$ cat config.mk
export PLATFORM = sky130hd
export DESIGN_NAME = fpu_issue_buffer_flat
export DESIGN_NICKNAME = d
export VERILOG_FILES = /design/src/rtl/fpu_issue_buffer_if.sv /design/src/rtl/fpu_issue_buffer.sv /design/src/flat_wrapper.sv
export SDC_FILE = /design/constraint.sdc
export NUM_CORES = 1
export LEC_CHECK = 0
export ABC_AREA = 1
export CORE_ASPECT_RATIO = 0.5
export CORE_MARGIN = 3
export CORE_UTILIZATION = 63
export DETAILED_ROUTE_END_ITERATION = 10
export DONT_BUFFER_PORTS = 1
export PLACE_DENSITY_LB_ADDON = 0.2
export SYNTH_ARGS = -nofsm -noshare
export SYNTH_HDL_FRONTEND = slang
export SYNTH_SLANG_ARGS = --single-unit
$ cat constraint.sdc
create_clock -name clk -period 7 [get_ports clk]
set_clock_uncertainty 0.2 [all_clocks]
set_input_delay 1.4 -clock clk [delete_from_list [all_inputs] [get_ports clk]]
set_output_delay 1.4 -clock clk [all_outputs]
set_load 0.005 [all_outputs]
$ cat src/rtl/fpu_issue_buffer_if.sv
`default_nettype none
// ============================================================================
//  Module   : fpu_issue_buffer_if
//  Purpose  : Dispatch, FPU and CDB handshake bundle for fpu_issue_buffer.
//  Revision : 1.0  initial release
// ============================================================================
interface fpu_issue_buffer_if #(
  parameter int DEPTH = 4,
  parameter int TAG_W = 5
);
  localparam int c_cnt_w = $clog2(DEPTH) + 1;

  logic               flush;
  logic               in_valid;
  logic               in_ready;
  logic [4:0]         in_op;
  logic [31:0]        in_a;
  logic [31:0]        in_b;
  logic [31:0]        in_c;
  logic [TAG_W-1:0]   in_tag;
  logic               fpu_start;
  logic [4:0]         fpu_op;
  logic [31:0]        fpu_a;
  logic [31:0]        fpu_b;
  logic [31:0]        fpu_c;
  logic               fpu_busy;
  logic               fpu_done;
  logic [31:0]        fpu_result;
  logic               fpu_exc;
  logic               out_valid;
  logic               out_ready;
  logic [31:0]        out_result;
  logic               out_exc;
  logic [TAG_W-1:0]   out_tag;
  logic [c_cnt_w-1:0] count;

  // Environment side: dispatch stage, FPU and CDB.
  modport master (
    output flush, in_valid, in_op, in_a, in_b, in_c, in_tag,
    output fpu_busy, fpu_done, fpu_result, fpu_exc, out_ready,
    input  in_ready, fpu_start, fpu_op, fpu_a, fpu_b, fpu_c,
    input  out_valid, out_result, out_exc, out_tag, count
  );

  modport slave (
    input  flush, in_valid, in_op, in_a, in_b, in_c, in_tag,
    input  fpu_busy, fpu_done, fpu_result, fpu_exc, out_ready,
    output in_ready, fpu_start, fpu_op, fpu_a, fpu_b, fpu_c,
    output out_valid, out_result, out_exc, out_tag, count
  );
endinterface
`default_nettype wire

$ cat src/rtl/fpu_issue_buffer.sv
`default_nettype none
// ============================================================================
//  Module   : fpu_issue_buffer
//  Purpose  : In-order FP op queue feeding the FPU, result held for the CDB.
//             Define FPU_ISSUE_BYPASS_EN to let an op skip an empty queue.
//  Revision : 1.0  initial release
// ============================================================================
module fpu_issue_buffer #(
  parameter int DEPTH = 4,
  parameter int TAG_W = 5
) (
  input wire clk,
  input wire rst_n,
  fpu_issue_buffer_if.slave bif
);
  localparam int c_ptr_w = $clog2(DEPTH);
  localparam int c_cnt_w = c_ptr_w + 1;

  typedef enum logic [1:0] {
    S_IDLE  = 2'd0,
    S_START = 2'd1,
    S_WAIT  = 2'd2
  } state_t;

  logic [4:0]         r_q_op  [DEPTH];
  logic [31:0]        r_q_a   [DEPTH];
  logic [31:0]        r_q_b   [DEPTH];
  logic [31:0]        r_q_c   [DEPTH];
  logic [TAG_W-1:0]   r_q_tag [DEPTH];
  logic [c_ptr_w-1:0] r_rd_ptr;
  logic [c_ptr_w-1:0] r_wr_ptr;
  logic [c_cnt_w-1:0] r_count;

  state_t             r_state;
  logic               r_kill;
  logic               r_fpu_start;
  logic [4:0]         r_iss_op;
  logic [31:0]        r_iss_a;
  logic [31:0]        r_iss_b;
  logic [31:0]        r_iss_c;
  logic [TAG_W-1:0]   r_iss_tag;
  logic               r_out_valid;
  logic [31:0]        r_out_result;
  logic               r_out_exc;
  logic [TAG_W-1:0]   r_out_tag;

  logic w_full, w_empty, w_in_ready, w_push, w_can_issue, w_pop, w_bypass, w_enq;

  assign w_full      = (r_count == c_cnt_w'(DEPTH));
  assign w_empty     = (r_count == '0);
  assign w_in_ready  = rst_n && !w_full && !bif.flush;
  assign w_push      = bif.in_valid && w_in_ready;
  // A pending result blocks issue so the next done pulse always has a home.
  assign w_can_issue = (r_state == S_IDLE) && !r_out_valid && !bif.fpu_busy && !bif.flush;
  assign w_pop       = w_can_issue && !w_empty;
`ifdef FPU_ISSUE_BYPASS_EN
  assign w_bypass    = w_can_issue && w_empty && w_push;
`else
  assign w_bypass    = 1'b0;
`endif
  assign w_enq       = w_push && !w_bypass;

  always_ff @(posedge clk) begin
    if (w_enq) begin
      r_q_op[r_wr_ptr]  <= bif.in_op;
      r_q_a[r_wr_ptr]   <= bif.in_a;
      r_q_b[r_wr_ptr]   <= bif.in_b;
      r_q_c[r_wr_ptr]   <= bif.in_c;
      r_q_tag[r_wr_ptr] <= bif.in_tag;
    end
  end

  always_ff @(posedge clk or negedge rst_n) begin
    if (!rst_n) begin
      r_rd_ptr     <= '0;
      r_wr_ptr     <= '0;
      r_count      <= '0;
      r_state      <= S_IDLE;
      r_kill       <= 1'b0;
      r_fpu_start  <= 1'b0;
      r_iss_op     <= '0;
      r_iss_a      <= '0;
      r_iss_b      <= '0;
      r_iss_c      <= '0;
      r_iss_tag    <= '0;
      r_out_valid  <= 1'b0;
      r_out_result <= '0;
      r_out_exc    <= 1'b0;
      r_out_tag    <= '0;
    end else begin
      r_fpu_start <= 1'b0;

      if (bif.flush) begin
        r_rd_ptr <= '0;
        r_wr_ptr <= '0;
        r_count  <= '0;
      end else begin
        if (w_enq) r_wr_ptr <= r_wr_ptr + 1'b1;
        if (w_pop) r_rd_ptr <= r_rd_ptr + 1'b1;
        r_count <= r_count + c_cnt_w'(w_enq) - c_cnt_w'(w_pop);
      end

      if (w_pop) begin
        r_iss_op  <= r_q_op[r_rd_ptr];
        r_iss_a   <= r_q_a[r_rd_ptr];
        r_iss_b   <= r_q_b[r_rd_ptr];
        r_iss_c   <= r_q_c[r_rd_ptr];
        r_iss_tag <= r_q_tag[r_rd_ptr];
      end else if (w_bypass) begin
        r_iss_op  <= bif.in_op;
        r_iss_a   <= bif.in_a;
        r_iss_b   <= bif.in_b;
        r_iss_c   <= bif.in_c;
        r_iss_tag <= bif.in_tag;
      end

      if (bif.flush || (r_out_valid && bif.out_ready)) r_out_valid <= 1'b0;

      case (r_state)
        S_IDLE: begin
          if (w_pop || w_bypass) begin
            r_state     <= S_START;
            r_fpu_start <= 1'b1;
          end
        end
        S_START: begin
          r_state <= S_WAIT;
          if (bif.flush) r_kill <= 1'b1;
        end
        S_WAIT: begin
          // The FPU cannot be aborted; a killed op is retired silently.
          if (bif.fpu_done) begin
            r_state <= S_IDLE;
            r_kill  <= 1'b0;
            if (!r_kill && !bif.flush) begin
              r_out_valid  <= 1'b1;
              r_out_result <= bif.fpu_result;
              r_out_exc    <= bif.fpu_exc;
              r_out_tag    <= r_iss_tag;
            end
          end else if (bif.flush) begin
            r_kill <= 1'b1;
          end
        end
        default: r_state <= S_IDLE;
      endcase
    end
  end

  assign bif.in_ready   = w_in_ready;
  assign bif.fpu_start  = r_fpu_start;
  assign bif.fpu_op     = r_iss_op;
  assign bif.fpu_a      = r_iss_a;
  assign bif.fpu_b      = r_iss_b;
  assign bif.fpu_c      = r_iss_c;
  assign bif.out_valid  = r_out_valid;
  assign bif.out_result = r_out_result;
  assign bif.out_exc    = r_out_exc;
  assign bif.out_tag    = r_out_tag;
  assign bif.count      = r_count;
endmodule
`default_nettype wire

$ cat src/flat_wrapper.sv
// flat-port wrapper written by rule: the top's interface ports become plain ports
module fpu_issue_buffer_flat 
#(
  parameter int DEPTH = 4,
  parameter int TAG_W = 5
)
  (clk, rst_n, bif_flush, bif_in_valid, bif_in_op, bif_in_a, bif_in_b, bif_in_c, bif_in_tag, bif_fpu_busy, bif_fpu_done, bif_fpu_result, bif_fpu_exc, bif_out_ready, bif_in_ready, bif_fpu_start, bif_fpu_op, bif_fpu_a, bif_fpu_b, bif_fpu_c, bif_out_valid, bif_out_result, bif_out_exc, bif_out_tag, bif_count);
  fpu_issue_buffer_if #(.DEPTH(DEPTH), .TAG_W(TAG_W)) bif_i ();
  input wire clk;
  input wire rst_n;
  input wire logic [$bits(bif_i.flush)-1:0] bif_flush;
  input wire logic [$bits(bif_i.in_valid)-1:0] bif_in_valid;
  input wire logic [$bits(bif_i.in_op)-1:0] bif_in_op;
  input wire logic [$bits(bif_i.in_a)-1:0] bif_in_a;
  input wire logic [$bits(bif_i.in_b)-1:0] bif_in_b;
  input wire logic [$bits(bif_i.in_c)-1:0] bif_in_c;
  input wire logic [$bits(bif_i.in_tag)-1:0] bif_in_tag;
  input wire logic [$bits(bif_i.fpu_busy)-1:0] bif_fpu_busy;
  input wire logic [$bits(bif_i.fpu_done)-1:0] bif_fpu_done;
  input wire logic [$bits(bif_i.fpu_result)-1:0] bif_fpu_result;
  input wire logic [$bits(bif_i.fpu_exc)-1:0] bif_fpu_exc;
  input wire logic [$bits(bif_i.out_ready)-1:0] bif_out_ready;
  output wire logic [$bits(bif_i.in_ready)-1:0] bif_in_ready;
  output wire logic [$bits(bif_i.fpu_start)-1:0] bif_fpu_start;
  output wire logic [$bits(bif_i.fpu_op)-1:0] bif_fpu_op;
  output wire logic [$bits(bif_i.fpu_a)-1:0] bif_fpu_a;
  output wire logic [$bits(bif_i.fpu_b)-1:0] bif_fpu_b;
  output wire logic [$bits(bif_i.fpu_c)-1:0] bif_fpu_c;
  output wire logic [$bits(bif_i.out_valid)-1:0] bif_out_valid;
  output wire logic [$bits(bif_i.out_result)-1:0] bif_out_result;
  output wire logic [$bits(bif_i.out_exc)-1:0] bif_out_exc;
  output wire logic [$bits(bif_i.out_tag)-1:0] bif_out_tag;
  output wire logic [$bits(bif_i.count)-1:0] bif_count;
  assign bif_i.flush = bif_flush;
  assign bif_i.in_valid = bif_in_valid;
  assign bif_i.in_op = bif_in_op;
  assign bif_i.in_a = bif_in_a;
  assign bif_i.in_b = bif_in_b;
  assign bif_i.in_c = bif_in_c;
  assign bif_i.in_tag = bif_in_tag;
  assign bif_i.fpu_busy = bif_fpu_busy;
  assign bif_i.fpu_done = bif_fpu_done;
  assign bif_i.fpu_result = bif_fpu_result;
  assign bif_i.fpu_exc = bif_fpu_exc;
  assign bif_i.out_ready = bif_out_ready;
  assign bif_in_ready = bif_i.in_ready;
  assign bif_fpu_start = bif_i.fpu_start;
  assign bif_fpu_op = bif_i.fpu_op;
  assign bif_fpu_a = bif_i.fpu_a;
  assign bif_fpu_b = bif_i.fpu_b;
  assign bif_fpu_c = bif_i.fpu_c;
  assign bif_out_valid = bif_i.out_valid;
  assign bif_out_result = bif_i.out_result;
  assign bif_out_exc = bif_i.out_exc;
  assign bif_out_tag = bif_i.out_tag;
  assign bif_count = bif_i.count;
  fpu_issue_buffer #(.DEPTH(DEPTH), .TAG_W(TAG_W)) u_core (.clk(clk), .rst_n(rst_n), .bif(bif_i));
endmodule
==> results of run 1 <==
==> stage by stage <==
stage	hold slack [ns]	cells	util, %
after CTS	0.304	2293	70.7
after global routing	0.297	2293	70.7
after floorplan	0.249	1830	-
after detailed placement	0.287	2204	66.0
final	0.299	2293	70.7
after global placement	0.268	2204	66.0
==> sequential cells by signal (all words and copies together) (netlist names), 5 cells and up <==
register,flops
u_core.bif.fpu_a,32
u_core.bif.fpu_b,32
u_core.bif.fpu_c,32
u_core.bif.fpu_op,5
u_core.bif.out_result,32
u_core.bif.out_tag,5
u_core.r_iss_tag,5
u_core.r_q_a,128
u_core.r_q_b,128
u_core.r_q_c,128
u_core.r_q_op,20
u_core.r_q_tag,20
==> cell families (layout without fill, tap and decap cells) <==
| kind of cell | after synthesis | in the layout | synth area share, % |
|---|---|---|---|
| AND/OR/NAND/NOR | 709 | 709 | 12.1 |
| flip-flops | 580 | 580 | 75.3 |
| AO/OA/AOI/OAI | 362 | 362 | 8.23 |
| buffers and inverters | 165 | 163 | 3.54 |
| adder cells (fa/ha/maj) | 11 | 11 | 0.657 |
| XOR/XNOR | 3 | 3 | 0.119 |
==> layer usage <==
metal	vias up	share of wire, %
li1	6135	-
met1	6604	40
met2	500	51
met3	70	7.1
met4	0	2.2
met5	-	0
==> worst paths after layout <==
kind                                     startpoint              endpoint  cells after the start
worst max register to register   u_core.r_rd_ptr[1]   u_core.r_iss_tag[4]                      5
worst min register to register  u_core.r_iss_tag[1]   u_core.r_iss_tag[1]                      2
worst max-delay path                          rst_n    u_core.r_q_a[0][2]                      5
max in group asynchronous                     rst_n  u_core.bif.fpu_b[25]                      0
worst min-delay path            u_core.r_iss_tag[1]   u_core.r_iss_tag[1]                      2
min in group asynchronous                     rst_n  u_core.bif.fpu_a[21]                      0
==> layout by cell type, fill, tap and decap left out, types with 4 or more instances in the layout <==
master,Yosys,final
buf_4,4,7
clkinv_1,0,8
o21ai_0,211,211
nand2_1,372,371
clkbuf_16,0,48
bufinv_16,0,6
clkbuf_8,0,4
clkinv_2,0,8
nor2_1,329,325
edfxtp_1,424,424
inv_1,60,60
ha_1,10,10
nor2_4,0,4
clkbuf_1,37,11
o21ai_1,148,148
buf_12,0,4
nand3_1,7,7
dfrtp_1,156,154
==> critical path: cells and delay by family <==
family,cells,cell delay (ns)
buf+inv,2,0.55
simple gates,3,1.37
==> power by group <==
part           switching [mW]  internal, mW  total, mW
registers               0.362          4.13       4.49
clock network            1.18          1.54       2.72
logic                   0.616         0.318      0.934
total                    2.16          5.98       8.14
==> area by class of cell <==
cell class / count / area (um2) / area share [%]
clock inverters: 26 / 294 / 1.23
well taps: 465 / 582 / 2.44
inverters: 63 / 244 / 1.02
multi-input cells: 1085 / 4700 / 19.7
clock buffers: 63 / 1300 / 5.43
flip-flops and latches: 580 / 16600 / 69.7
repair buffers: 11 / 133 / 0.555
==> metrics.md, run 1 <==
| Metric | Value |
|---|---|
| Count leader, synth | edfxtp_1 |
| PwrDens | 341 nW/um2 |
| Synth-to-layout area growth | 8.21% |
| DP HPWL | 25900 um |
| Clock tree buffer depth | 3 |
| Crit path time final | 3.47 ns |
| Final Max Tran Viols | 0 |
| Final #Nets | 1946 |
| # port buffers | 0 |
| Row count | 47 |
| Resized Gates After CTS | 0 |
| Hold Vio Cnt, Final | 0 |
| Area leader, netlist | edfxtp_1 |
| Synth Cell Area | 22100 um2 |
| Critical-path top delay cell | nor2_4 |
| Worst vdd ir | 203 uV |
| Tightest Hold Check Type | reg -> reg |
| Slowest stage delay, CP | 0.87 ns |
| Crit start category | primary input |
| Gr ovfl total | 0 |
| Die ar. | 37500 um2 |
| Vias in the first global route | 13.0k |
| Die height | 138 um |
| Top area cells in the synthesized netlist | edfxtp_1 (58%), dfrtp_1 (18%), nand2_1 (6.3%), nor2_1 (5.6%), o21ai_0 (4.8%) |
| Setup violations, final | 0 |
| CTS tree | built |
| RSZ-0062 raised after global routing | no |
| Reg2reg setup slack | 3.76 ns |
| Postcts setup bufs | 0 |
| First-pass GRT wire length | 72000 um |
| Crit Path Max Fanout | 158 |
| Number of max-cap violations | 0 |
| Outcome | completed |
| Clock Latency Late Sink | 0.57 ns |
| DP Area | 22300 um2 |
| Syn Inst Count | 1830 |
| Vias per cell | 5.80 |
| Core box area | 33800 um2 |
| All-layer global routing usage | 24.2% |
| Top FF cell, synth | edfxtp_1 |
| Leakage power | 9.22 nW |
| Max-slew headroom | 23.9% |
| Synth warnings | 0 |
| Root buffer cell | clkbuf_16 |
| Total CTS buffers | 48 |
| Clk slew on worst S/H paths | 0.06 ns |
| Place WS | 3.01 ns |
| Final worst-path cycle share | 49.5% |
| Asr flop ratio synth | 26.9% |
| Setup CP Type | in -> reg |
| Initial DRT Pass Iterations | 7 |
| CTS Hold Bufs | 0 |
| Top Usage Layer GRT | met2 |
| Fmax | 0.288 GHz |
| Synth top area share | 57.7% |
| CTS sink count | 580 |
| Worst Setup Slack, final | 3.53 ns |
| Initial core utilization | 65.3% |
| Measured slew at the worst slew-check pin | 1.14 ns |
| Final Wtd Congestion | 0.844 |
| Initial antenna violation count | 1 |
| Most frequent cells after synthesis | edfxtp_1 (424), nand2_1 (372), nor2_1 (329) |
| DRT antenna net count | 0 |
| Global-route track usage on met2 | 42.0% |
| I/O pins | 291 |
| Tot Pwr | 8.14 mW |
| Synthesized Nets | 1987 |
| EDFF count, synth | 424 |
| Die X | 271 um |
| Met3 Usage GRT | 5.28% |
| Fill count | 2262 |
| Diodes inserted | 0 |
| Initial DRC Count | 1231 |
| Routed vias | 13.3k |
| Met1 Track Usage GR | 31.6% |
| Critical Path RT | 6.99 ns |
| Setup crit end kind | register |
| Largest net degree at the start of global routing | 159 |
| Syn avg cell area | 12.1 um2 |
| CTS H-Tree Depth | 2 |
| DRC viols | 0 |
| Finished Cell Area | 23900 um2 |
| Wire per inst | 20.0 um |
| Total Neg Setup Slack | 0 ns |
| Share of cells above drive strength 1 | 5.03% |
| Post-synthesis cell type count | 22 |
| DRT Wirelength | 45900 um |
| Seq cells post-synth | 580 |
| Register area share after synthesis | 75.3% |
| CP Data Arrival Time | 3.46 ns |
| CP Cell Sequence | inv_1 > nor2_1 > nand3_1 > nor2_4 > buf_12 |
Power figures use the tool's default switching activity.
==> inputs of run 2 (changes only) <==
==> constraint.sdc (replaced) <==
create_clock -name clk -period 3.3 [get_ports clk]
set_clock_uncertainty 0.2 [all_clocks]
set_input_delay 0.66 -clock clk [delete_from_list [all_inputs] [get_ports clk]]
set_output_delay 0.66 -clock clk [all_outputs]
set_load 0.005 [all_outputs]
==> metrics.md, run 2 (synthesized netlist as in run 1, its figures left out) <==
| Metric | Value |
|---|---|
| Final worst-path cycle share | 83.3% |
| Worst vdd ir | 406 uV (+100%) |
| First-pass GRT wire length | 76300 um (+6.0%) |
| PwrDens | 682 nW/um2 (+100%) |
| Hold Vio Cnt, Final | 156 (+156) |
| Resized Gates After CTS | 0 (unchanged) |
| Hold slack | -0.405 ns (-0.704 ns) |
| Clock Latency Late Sink | 0.56 ns (about the same) |
| I/O pins | 291 (unchanged) |
| Crit Path Max Fanout | 16 (-90%) |
| Setup CP Type | reg -> reg |
| CTS tree | built |
| CTS Hold Bufs | 108 (+108) |
| Total CTS buffers | 47 (-2.1%) |
| Number of max-cap violations | 0 (unchanged) |
| Crit start category | register |
| Largest net degree at the start of global routing | 159 (unchanged) |
| Row count | 47 (unchanged) |
| Vias in the first global route | 14.1k (+8.3%) |
| Outcome | finished, violations left |
| Setup violations, final | 0 (unchanged) |
| Initial DRC Count | 1399 (+14%) |
| DRT antenna net count | 0 (unchanged) |
| Clock tree buffer depth | 3 (unchanged) |
| Clk slew on worst S/H paths | 0.07 ns (about the same) |
| Crit path time final | 2.75 ns |
| Commonest non-fill, non-tap cell in the layout | edfxtp_1 |
| Measured slew at the worst slew-check pin | 0.747 ns (-0.395 ns) |
| Switching share of total power | 27.3% (+0.72 points) |
| Place WS | 0.529 ns (-2.48 ns) |
| CP Data Arrival Time | 2.99 ns (-0.47 ns) |
| Top Registers | u_core.r_q_a x128, u_core.r_q_b x128, u_core.r_q_c x128 |
| Total Neg Setup Slack | 0 ns (unchanged) |
| Clk network pwr share | 31.4% (-2.0 points) |
| Setup crit end kind | register |
| Wire per inst | 20.2 um (+0.98%) |
| Die ar. | 37500 um2 (unchanged) |
| Final Wtd Congestion | 0.795 (-5.7%) |
| Post-Layout Cell Count | 2421 (+5.6%) |
| Finished Cell Area | 25200 um2 (+5.4%) |
| Net Sw Power | 4.68 mW (+120%) |
| DRT Wirelength | 48900 um (+6.6%) |
| Reg2reg setup slack | 0.55 ns (-3.21 ns) |
| Fmax | 0.364 GHz |
| DRC viols | 0 (unchanged) |
| Core box area | 33800 um2 (unchanged) |
| Internal cell power | 12.5 mW (+110%) |
| DP Cell Count | 2224 (+0.91%) |
| Synth-to-layout area growth | 14.1% |
| Commonest non-fill, non-tap cells in the layout | edfxtp_1 (424), nand2_1 (371), nor2_1 (324), o21ai_0 (211), dfrtp_1 (154) |
| CTS H-Tree Depth | 2 (unchanged) |
| Routed vias | 13.9k (+4.5%) |
| Initial DRT Pass Iterations | 5 (-2) |
| Share of cells above drive strength 1 | 5.58% (+0.55 points) |
| Critical Path RT | 3.54 ns (-3.45 ns) |
| Die height | 138 um (unchanged) |
| Critical-path top delay cell | dfrtp_1 |
| Failing checks | hold timing |
| DP HPWL | 28300 um (+9.3%) |
| Vias per cell | 5.74 (-1.0%) |
| Die X | 271 um (unchanged) |
| CP Cell Sequence | inv_1 > ha_1 > nand2_1 > nor2_1 > nand2_4 > inv_4 > ha_1 > inv_1 > ha_1 > inv_1 > fa_1 > xor2_1 > nor2_1 |
| DP Area | 22600 um2 (+1.5%) |
| Leakage power | 9.77 nW (+5.9%) |
| Final #Nets | 2073 (+6.5%) |
| Gr ovfl total | 0 (unchanged) |
| Combinational share of power | 13.0% (+1.5 points) |
| Root buffer cell | clkbuf_16 |
| Postcts setup bufs | 0 (unchanged) |
| Initial antenna violation count | 1 (unchanged) |
| Max-slew headroom | 50.2% (+26 points) |
| RSZ-0062 raised after global routing | no |
| Sequential fraction of design power | 55.6% (+0.4 points) |
| Worst Setup Slack, final | 0.551 ns (-2.98 ns) |
| All-layer global routing usage | 25.9% (+1.6 points) |
| CTS sink count | 580 (unchanged) |
| Tightest Hold Check Type | in -> async |
| Initial core utilization | 65.3% (unchanged) |
| Final Max Tran Viols | 0 (unchanged) |
| Slowest stage delay, CP | 0.41 ns (-0.46 ns) |
| # port buffers | 0 (unchanged) |
==> run 2: power groups by stage <==
| stage | Sequential [mW] | Combinational (mW) | Clock [mW] |
|---|---|---|---|
| 6_report | 9.56 | 2.24 | 5.39 |
| 5_1_grt | 9.64 | 2.55 | 5.83 |
| 4_1_cts | 9.57 | 2.24 | 5.47 |
| 3_5_place_dp | 9.72 | 2.06 | 0 |
| 3_3_place_gp | 9.69 | 1.91 | 0 |
| 2_1_floorplan | 9.39 | 1.64 | 0 |
==> run 2: final cells by class <==
| type | count | area (um2) |
|---|---|---|
| well taps | 465 | 582 |
| inverters | 63 | 244 |
| fillers | 2108 | 8620 |
| clock buffers | 74 | 1410 |
| flip-flops and latches | 580 | 16600 |
| clock inverters | 13 | 61.3 |
| repair buffers | 139 | 1530 |
| multi-input cells | 1085 | 4720 |
| diodes | 2 | 5.00 |
==> run 2: path summary, 6_finish.rpt <==
kind / from / to / cells after the start
max in group asynchronous: rst_n / u_core.bif.fpu_c[31] / 0
worst max register to register: u_core.r_state[1] / u_core.bif.count[2] / 13
worst min-delay path: rst_n / u_core.bif.out_result[24] / 0
worst max-delay path: u_core.r_state[1] / u_core.bif.count[2] / 13
worst min register to register: u_core.r_iss_tag[0] / u_core.r_iss_tag[0] / 2
min in group clk: bif_fpu_result[24] / u_core.bif.out_result[24] / 2
==> run 2: layer usage <==
layer / share of wire (%) / global-route usage [%] / vias up
li1: - / - / 6391
met1: 40 / 33.4 / 6880
met2: 51 / 45.1 / 536
met3: 6.6 / 5.06 / 98
met4: 2.5 / 7.76 / 0
met5: 0 / 0 / -
==> run 2: stage by stage <==
stage               hold WS, ns  total power, mW  util, %
detailed placement        0.168             11.8     66.9
floorplan                 0.164             11.0        -
finish                   -0.405             17.2     74.5
global placement          0.169             11.6     66.9
global route             -0.450             18.0     74.5
CTS                      -0.435             17.3     74.5
==> run 2: worst max-delay path: cells and delay by family, from the launching register on <==
| family | cells | cell delay, ns |
|---|---|---|
| xor gates and xnor gates | 1 | 0.16 |
| adders and majority gates | 4 | 0.98 |
| buffers and inverters | 4 | 0.42 |
| DFF | 1 | 0.41 |
| and+or+nand+nor | 4 | 0.47 |
